File: src/rtl/seq_det_pkg.sv
// Shared types for the round-robin two-ones detector arbiter: core and
// controller state encodings plus the requester-ID width helper.
package seq_det_pkg;

    typedef enum logic [1:0] {
        CORE_A = 2'b00,
        CORE_B = 2'b01,
        CORE_C = 2'b10
    } core_state_e;

    typedef enum logic [1:0] {
        IDLE   = 2'b00,
        STREAM = 2'b01,
        REPORT = 2'b10
    } ctrl_state_e;

    function automatic int unsigned id_width(input int unsigned n);
        return (n < 2) ? 1 : $clog2(n);
    endfunction

endpackage

File: src/rtl/seq_det_core.sv
// Three-state two-consecutive-ones detector with synchronous clear.
// hit flags that the current bit moves the core into C.
module seq_det_core
    import seq_det_pkg::*;
(
    input  logic clock,
    input  logic resetn,
    input  logic clr,
    input  logic w,
    output logic z,
    output logic hit
);

    core_state_e state_q, state_d;

    always_ff @(posedge clock or negedge resetn) begin
        if (!resetn) begin
            state_q <= CORE_A;
        end else begin
            state_q <= state_d;
        end
    end

    always_comb begin
        state_d = CORE_A;
        if (!clr && w) begin
            case (state_q)
                CORE_A:  state_d = CORE_B;
                CORE_B:  state_d = CORE_C;
                CORE_C:  state_d = CORE_C;
                default: state_d = CORE_A;
            endcase
        end
    end

    assign z   = (state_q == CORE_C);
    assign hit = w && (state_q != CORE_A);

endmodule

File: src/rtl/seq_det_arbiter.sv
// Round-robin controller streaming one requester's serial burst at a time
// through a shared detector core and reporting the saturated hit count.
module seq_det_arbiter
    import seq_det_pkg::*;
#(
    parameter  int unsigned NREQ  = 4,
    parameter  int unsigned CNT_W = 8,
    localparam int unsigned ID_W  = id_width(NREQ)
) (
    input  logic                     clock,
    input  logic                     resetn,
    input  logic [NREQ-1:0]          req,
    input  logic [NREQ-1:0]          bit_in,
    input  logic [NREQ-1:0]          last,
    output logic [NREQ-1:0]          gnt,
    output logic                     busy,
    output logic                     done,
    output logic [$clog2(NREQ)-1:0]  done_id,
    output logic [CNT_W-1:0]         hits,
    output logic                     aborted
);

    ctrl_state_e      state_q, state_d;
    logic [NREQ-1:0]  gnt_q, gnt_d;
    logic [ID_W-1:0]  gid_q, gid_d;
    logic [ID_W-1:0]  ptr_q, ptr_d;
    logic [ID_W-1:0]  done_id_q, done_id_d;
    logic [CNT_W-1:0] hits_q, hits_d;
    logic             aborted_q, aborted_d;

    logic [ID_W-1:0]  winner;
    logic             any_req;
    logic             sample;
    logic             core_w;
    logic             core_clr;
    logic             core_hit;
    logic             unused_core_z;

    // An aborting cycle must not reach the core, so w is gated by req[g].
    assign sample   = (state_q == STREAM) && req[gid_q];
    assign core_w   = sample && bit_in[gid_q];
    assign core_clr = (state_q == IDLE);

    seq_det_core u_core (
        .clock  (clock),
        .resetn (resetn),
        .clr    (core_clr),
        .w      (core_w),
        .z      (unused_core_z),
        .hit    (core_hit)
    );

    always_comb begin
        logic [ID_W-1:0] cand;
        winner  = ptr_q;
        any_req = 1'b0;
        cand    = '0;
        for (int unsigned k = 1; k <= NREQ; k++) begin
            cand = ID_W'((ptr_q + k) % NREQ);
            if (!any_req && req[cand]) begin
                any_req = 1'b1;
                winner  = cand;
            end
        end
    end

    always_ff @(posedge clock or negedge resetn) begin
        if (!resetn) begin
            state_q   <= IDLE;
            gnt_q     <= '0;
            gid_q     <= '0;
            ptr_q     <= ID_W'(NREQ - 1);
            done_id_q <= '0;
            hits_q    <= '0;
            aborted_q <= 1'b0;
        end else begin
            state_q   <= state_d;
            gnt_q     <= gnt_d;
            gid_q     <= gid_d;
            ptr_q     <= ptr_d;
            done_id_q <= done_id_d;
            hits_q    <= hits_d;
            aborted_q <= aborted_d;
        end
    end

    always_comb begin
        state_d   = state_q;
        gnt_d     = gnt_q;
        gid_d     = gid_q;
        ptr_d     = ptr_q;
        done_id_d = done_id_q;
        hits_d    = hits_q;
        aborted_d = aborted_q;
        case (state_q)
            IDLE: begin
                if (any_req) begin
                    gnt_d   = NREQ'(1) << winner;
                    gid_d   = winner;
                    hits_d  = '0;
                    state_d = STREAM;
                end
            end
            STREAM: begin
                if (core_hit && (hits_q != '1)) begin
                    hits_d = hits_q + 1'b1;
                end
                if (!req[gid_q]) begin
                    aborted_d = 1'b1;
                    done_id_d = gid_q;
                    gnt_d     = '0;
                    state_d   = REPORT;
                end else if (last[gid_q]) begin
                    aborted_d = 1'b0;
                    done_id_d = gid_q;
                    gnt_d     = '0;
                    state_d   = REPORT;
                end
            end
            REPORT: begin
                ptr_d   = gid_q;
                state_d = IDLE;
            end
            default: begin
                gnt_d   = '0;
                state_d = IDLE;
            end
        endcase
    end

    assign gnt     = gnt_q;
    assign busy    = (state_q != IDLE);
    assign done    = (state_q == REPORT);
    assign done_id = done_id_q;
    assign hits    = hits_q;
    assign aborted = aborted_q;

endmodule
File: config.mk
export PLATFORM = sky130hd
export DESIGN_NAME = seq_det_arbiter
export DESIGN_NICKNAME = d
export VERILOG_FILES = /design/src/rtl/seq_det_pkg.sv /design/src/rtl/seq_det_core.sv /design/src/rtl/seq_det_arbiter.sv
export SDC_FILE = /design/constraint.sdc
export NUM_CORES = 1
export LEC_CHECK = 0
export BUFFER_PORTS_ARGS = -buffer_cell sky130_fd_sc_hd__buf_2
export CAP_MARGIN = 20
export CORE_MARGIN = 3
export CORE_UTILIZATION = 53
export CTS_BUF_LIST = sky130_fd_sc_hd__clkbuf_16
export CTS_CLUSTER_SIZE = 10
export DETAILED_ROUTE_END_ITERATION = 8
export HOLD_SLACK_MARGIN = 0.06
export PLACE_DENSITY = 0.79
export SLEW_MARGIN = 25
export SYNTH_ARGS = -nofsm -noshare
export SYNTH_HDL_FRONTEND = slang
export SYNTH_SLANG_ARGS = --single-unit
File: constraint.sdc
create_clock -name clock -period 2.1 [get_ports clock]
set_input_delay 0.525 -clock clock [delete_from_list [all_inputs] [get_ports clock]]
set_output_delay 0.525 -clock clock [all_outputs]
set_load 0.02 [all_outputs]
* Word level (Yosys, flattened, before mapping) *
Cells that the tools add are included.

word-level totals
  bits in registers = 23
  input bits = 14
  output and inout bits = 17
  word-level logic and storage cells = 91

cells by class
  add/subtract/negate cells = 5
  $lt $le $gt $ge = 5
  equal/unequal tests = 9
  shift operators = 1
  muxes and demuxes = 39
  bitwise logic cells = 1
  reductions and logical operators = 23

operators with widths
  cell                                                  count
  2-to-1 mux 2 bit                                      10
  2-to-1 mux 8 bit                                      2
  case mux 8 bit (2 select lines)                       1
  < comparator 2 x 3 -> 1 bit (second input constant)   5
  binary-select mux 1 bit (select 2 bit)                7
  2-to-1 mux 1 bit                                      13
  2-to-1 mux 4 bit                                      3
  case mux 4 bit (3 select lines)                       1
  adder 8 x 1 -> 8 bit (second input constant)          1
  logical AND 1 bit                                     8
  != test 8 bit (second input constant)                 1
  case mux 2 bit (2 select lines)                       2
  AND reduction 2 bit                                   3
  AND reduction 3 bit                                   2
  nonzero test 2 bit                                    3
  adder 2 x 1 -> 2 bit (second input constant)          2
  adder 2 bit (second input constant)                   2
  equality test 2 x 1 -> 1 bit (second input constant)  2
  equality test 2 bit (second input constant)           2
  zero test 1 bit                                       4
  zero test 2 bit                                       2
  != test 2 x 1 -> 1 bit (second input constant)        2
  left shift 1 x 2 -> 4 bit (first input constant)      1
  != test 3 x 2 -> 1 bit (second input constant)        1
  other kinds (3)                                       3

* Logic depth before layout (Yosys ltp) *
  depth in word-level cells = 16
  depth in mapped cells = 6
  mapped depth without buffers = 6

* Cells and area by module *
Synthesis repeated with hierarchy kept, for this count alone.

unflattened totals
  cell total of the unflattened synthesis = 115
  area total of the unflattened synthesis = 1229.9 µm²

modules (own cells, without submodules)
  module           instances  cells each  area an instance (µm²)  seq. area each (µm²)
  seq_det_arbiter  1          105         1111.1                  528.0
  seq_det_core     1          10          118.9                   50.0

* Worst setup path before layout *
OpenSTA, ideal clock, no wires.

  kind = register to register
  start point = register gid_q[0]
  end point = register done_id_q[0] (netlist: done_id[0])
  setup time = 0.128 ns
  data arrival time = 1.590 ns
  path slack = 0.382 ns
  cell stages (with the launch flop) = 6
  path buffers = 1
  period minus slack after synthesis = 1.718 ns
  cells stage by stage = dfrtp_1 buf_2 mux4_2 nand2b_1 nand2_1 mux2_1

on the way
  cells in the longest elaborated chain, start to end = 4
  elaborated cells on any way between the ends = 8
  those cells by class = eq/ne: 1; mux: 6; reduce/logical: 1

ends and longest elaborated chain
  item                                                              line                                            text
  start, declared                                                   seq_det_arbiter.sv:25                           logic [ID_W-1:0] gid_q, gid_d;
  start signal, assigned                                            seq_det_arbiter.sv:79                           gid_q <= gid_d;
  binary-select mux 1 bit (select 2 bit), on equally long branches  seq_det_arbiter.sv:108, seq_det_arbiter.sv:113
  2-to-1 mux 1 bit, on equally long branches                        seq_det_arbiter.sv:108, seq_det_arbiter.sv:113
  != test 2 x 1 -> 1 bit (no line)                                  n/a
  AND reduction 2 bit (no line)                                     n/a
  end signal, assigned                                              seq_det_arbiter.sv:81                           done_id_q <= done_id_d;
  end, declared                                                     seq_det_arbiter.sv:27                           logic [ID_W-1:0] done_id_q, done_id_d;

Several ways; a longest one is shown, not always the timed one. The select of a mux whose other input is x is not followed.
A chain may end at the register's enable or synchronous reset.

* Final worst setup path *
Same ends and word-level chain as after synthesis.

==> summary.md <==
| Metric | Value |
|---|---|
| Status | `completed` |
| Mapped Avg Cell Area | `~10 µm²` |
| Asr flop ratio synth | `1.000` |
| Drt wl/cell | `around 15 µm` |
| Post-layout min period | `around 1.9 ns` |
| Largest area contributor in the netlist | `dfrtp_1` |
| Starting Density | `0.5877` |
| Worst stage delay on the critical path | `approximately 0.57 ns` |
| Post-synth EDFFs | `0` |
| Required time of the critical path | `between 2 and 2.5 ns` |
| RSZ-0062 raised after global routing | `no` |
| Routed Antenna Nets | `0` |
| Setup-failing EPs final | `0` |
| Synth Instances | `between 100 and 150` |
| Buffers added on ports | `30` |
| Post-synthesis sequential area ratio | `0.4242` |
| Mapped Area | `between 1000 and 1500 µm²` |
| GRT Overall Usage | `0.2054` |
| GRT overflow | `0` |
| Hold/Removal Path Class | `input port to asynchronous set/reset pin` |
| WS Path Type | `flop to flop` |
| Startpoint types | `flop` |
| CTS tree | `built` |
| Crit path buf inv count | `0` |
| Die span in x | `roughly 57 µm` |
| MaxCap Viol Count | `0` |
| Synth cell types | `45` |
| Tcrit/Tclk final | `0.8960` |
| Leakage | `0.7496 nW` |
| Core Area | `approximately 2300 µm²` |
| Post-DP HPWL | `approximately 2.3 mm` |
| Main synth FF type | `dfrtp_1` |
| First-pass DRT Iterations | `4` |
| Initial antenna violation count | `0` |
| Area grow syn2layout | `18.92%` |
| Total setup buffers inserted after CTS | `0` |
| # fillers | `between 150 and 200` |
| Critical path data arrival time | `2.02 ns` |
| Yosys warning count | `0` |
| Critical Path End Type | `flop` |
| FMAX | `~530 MHz` |
| DRC | `0` |
| FP Rows | `17` |
| Critical path's slowest cell | `mux4_2` |
| Placed inst area | `~1500 µm²` |
| Vias in the first global route | `between 1000 and 1500` |
| Share of cells above drive strength 1 | `0.2994` |
| Resized Gates After CTS | `0` |
| Post-synthesis net count | `152` |
| Via/cell ratio | `6.026` |
| Nets | `between 150 and 200` |
| Synthesized flop and latch total | `23` |
| Clock sinks | `23` |
| Global-route wire length before repair | `about 5.2 mm` |
| Starting DRC count in detailed routing | `53` |
| # H-tree levels | `1` |
| Clock Tree Root | `clkbuf_16` |
| Slew HR | `0.6628` |
| Hold Violations, Final | `0` |
| Die area | `~3200 µm²` |
| Synth top cells by count | `21 x dfrtp_1, 17 x nand2_1, 9 x nor2_1, 9 x o21ai_0, 5 x inv_1` |
| Crit Path Max Fanout | `7` |
| Die Height | `56.71 µm` |
| CTS buffer count | `3` |
| Setup_tns | `0 ns` |
| Ports | `31` |
| Total wire length | `slightly above 3 mm` |
| Number of antenna diodes | `0` |
| Pwr dens | `about 1200 nW/µm²` |
| Later-pin clock latency in the skew report | `~0.25 ns` |
| Largest net degree at the start of global routing | `24` |
| Most frequent cell after synthesis | `dfrtp_1` |
| Crit-path leading delay family | `multiplexers` |
| CTS clock-pin slew for the worst setup and hold paths | `~0.06 ns` |
| Maximum VDD drop | `0.9836 mV` |
| Setup WS post-layout | `~0.22 ns` |
| # hold bufs at CTS | `0` |
| Measured slew at the worst slew-check pin | `0.5058 ns` |
| Placed cells | `roughly 190` |
| Clock Skews | `between 0.001 and 0.0015 ns` |
| CP Cell Sequence | `mux4_2 -> nand2b_1 -> nand2_1 -> mux2_1` |
| Max Slew Vio Count | `0` |
| Pre-CTS setup slack | `0.1339 ns` |
| Post-route cell area | `between 1500 and 2000 µm²` |
| Top cells by area, synth | `dfrtp_1 39%, mux4_2 6.6%, nand2_1 4.7%` |
| Detailed-route via count | `around 1200` |
| Max clock buf depth | `2` |
| Placer Congestion | `0.8730` |
| Share of the synthesized area in the top cell type | `0.3857` |
| Fin cells | `195` |
==> report_power, final <==
| group | total, mW | internal, mW | switching, mW |
|---|---|---|---|
| clock | 0.403 | 0.254 | 0.149 |
| combinational | 0.853 | 0.351 | 0.502 |
| sequential | 0.765 | 0.598 | 0.167 |
==> stage by stage <==
stage          total power [mW]  hold WS [ns]  utilization
2_1_floorplan             1.374        0.2294            -
6_report                  2.021        0.2345       0.6989
3_5_place_dp              1.623        0.4816       0.6649
5_1_grt                   2.164        0.2815       0.6989
4_1_cts                   2.040        0.2517       0.6989
3_3_place_gp              1.594        0.4659       0.6649
==> cells in the final DEF, fill, tap and decap left out, types with 3 or more instances in the layout <==
cell and n:
nand2b_1 3, o21a_1 3, mux2i_1 3, mux4_2 4, nand3_1 4, nor2_1 9, dfrtp_1 21, inv_1 6
buf_2 30, o21ai_0 9, nand2_1 17, nor3_1 3, nor2b_1 3, and2_1 3, a21oi_1 3, ha_1 3
clkbuf_16 3
==> registers in the layout, summed over array words and instances (netlist names) <==
register	cells
ptr_q	2
gid_q	2
hits	8
aborted	1
done_id	2
gnt	4
state_q	2
u_core.state_q	2
==> final cells by class <==
| cell class | count | area [µm²] | area share |
|---|---|---|---|
| inverters | 5 | 18.77 | 0.01158 |
| flip-flops and latches | 23 | 578.1 | 0.3568 |
| multi-input cells | 104 | 752.0 | 0.4641 |
| clock buffers | 3 | 75.07 | 0.04633 |
| well taps | 28 | 35.03 | 0.02162 |
| repair buffers | 31 | 157.7 | 0.09730 |
| clock inverters | 1 | 3.754 | 0.002317 |
==> metal layers <==
| layer | share of wire | global-route usage | vias to the layer above | routed length [µm] |
|---|---|---|---|---|
| met5 | 0 | 0 | - | 0 |
| met4 | 0.025 | 0.1153 | 0 | 74 |
| met3 | 0.055 | 0.02989 | 8 | 165 |
| met2 | 0.47 | 0.3102 | 44 | 1426 |
| met1 | 0.45 | 0.2795 | 559 | 1351 |
| li1 | - | - | 564 | - |
==> logic make-up (layout without fill, tap and decap cells) <==
family,after synthesis,after routing,share of synthesized area
fa+ha+maj,3,3,0.02755
simple gates,57,57,0.2296
compound gates,33,33,0.1735
buf+inv,8,40,0.02387
flops,23,23,0.4242
mux,11,11,0.1212
==> worst reg2reg max path: cells and delay by family, from the launching register on <==
family | cells | cell delay [ns]
mux | 2 | 0.92
simple gates | 2 | 0.32
flops | 1 | 0.53
==> path summary, 6_finish.rpt <==
kind / to / slack [ns] / cells after the start / startpoint
worst max-delay path: done_id[0] / 0.22 / 4 / gid_q[0]
worst min-delay path: hits[0] / 0.23 / 1 / resetn
worst max register to register: done_id[0] / 0.22 / 4 / gid_q[0]
worst min register to register: gnt[0] / 0.50 / 1 / gnt[0]
max in group asynchronous: ptr_q[1] / 1.51 / 1 / resetn
min in group clock: gnt[0] / 0.50 / 1 / gnt[0]
(Power assumes the default switching activity.)
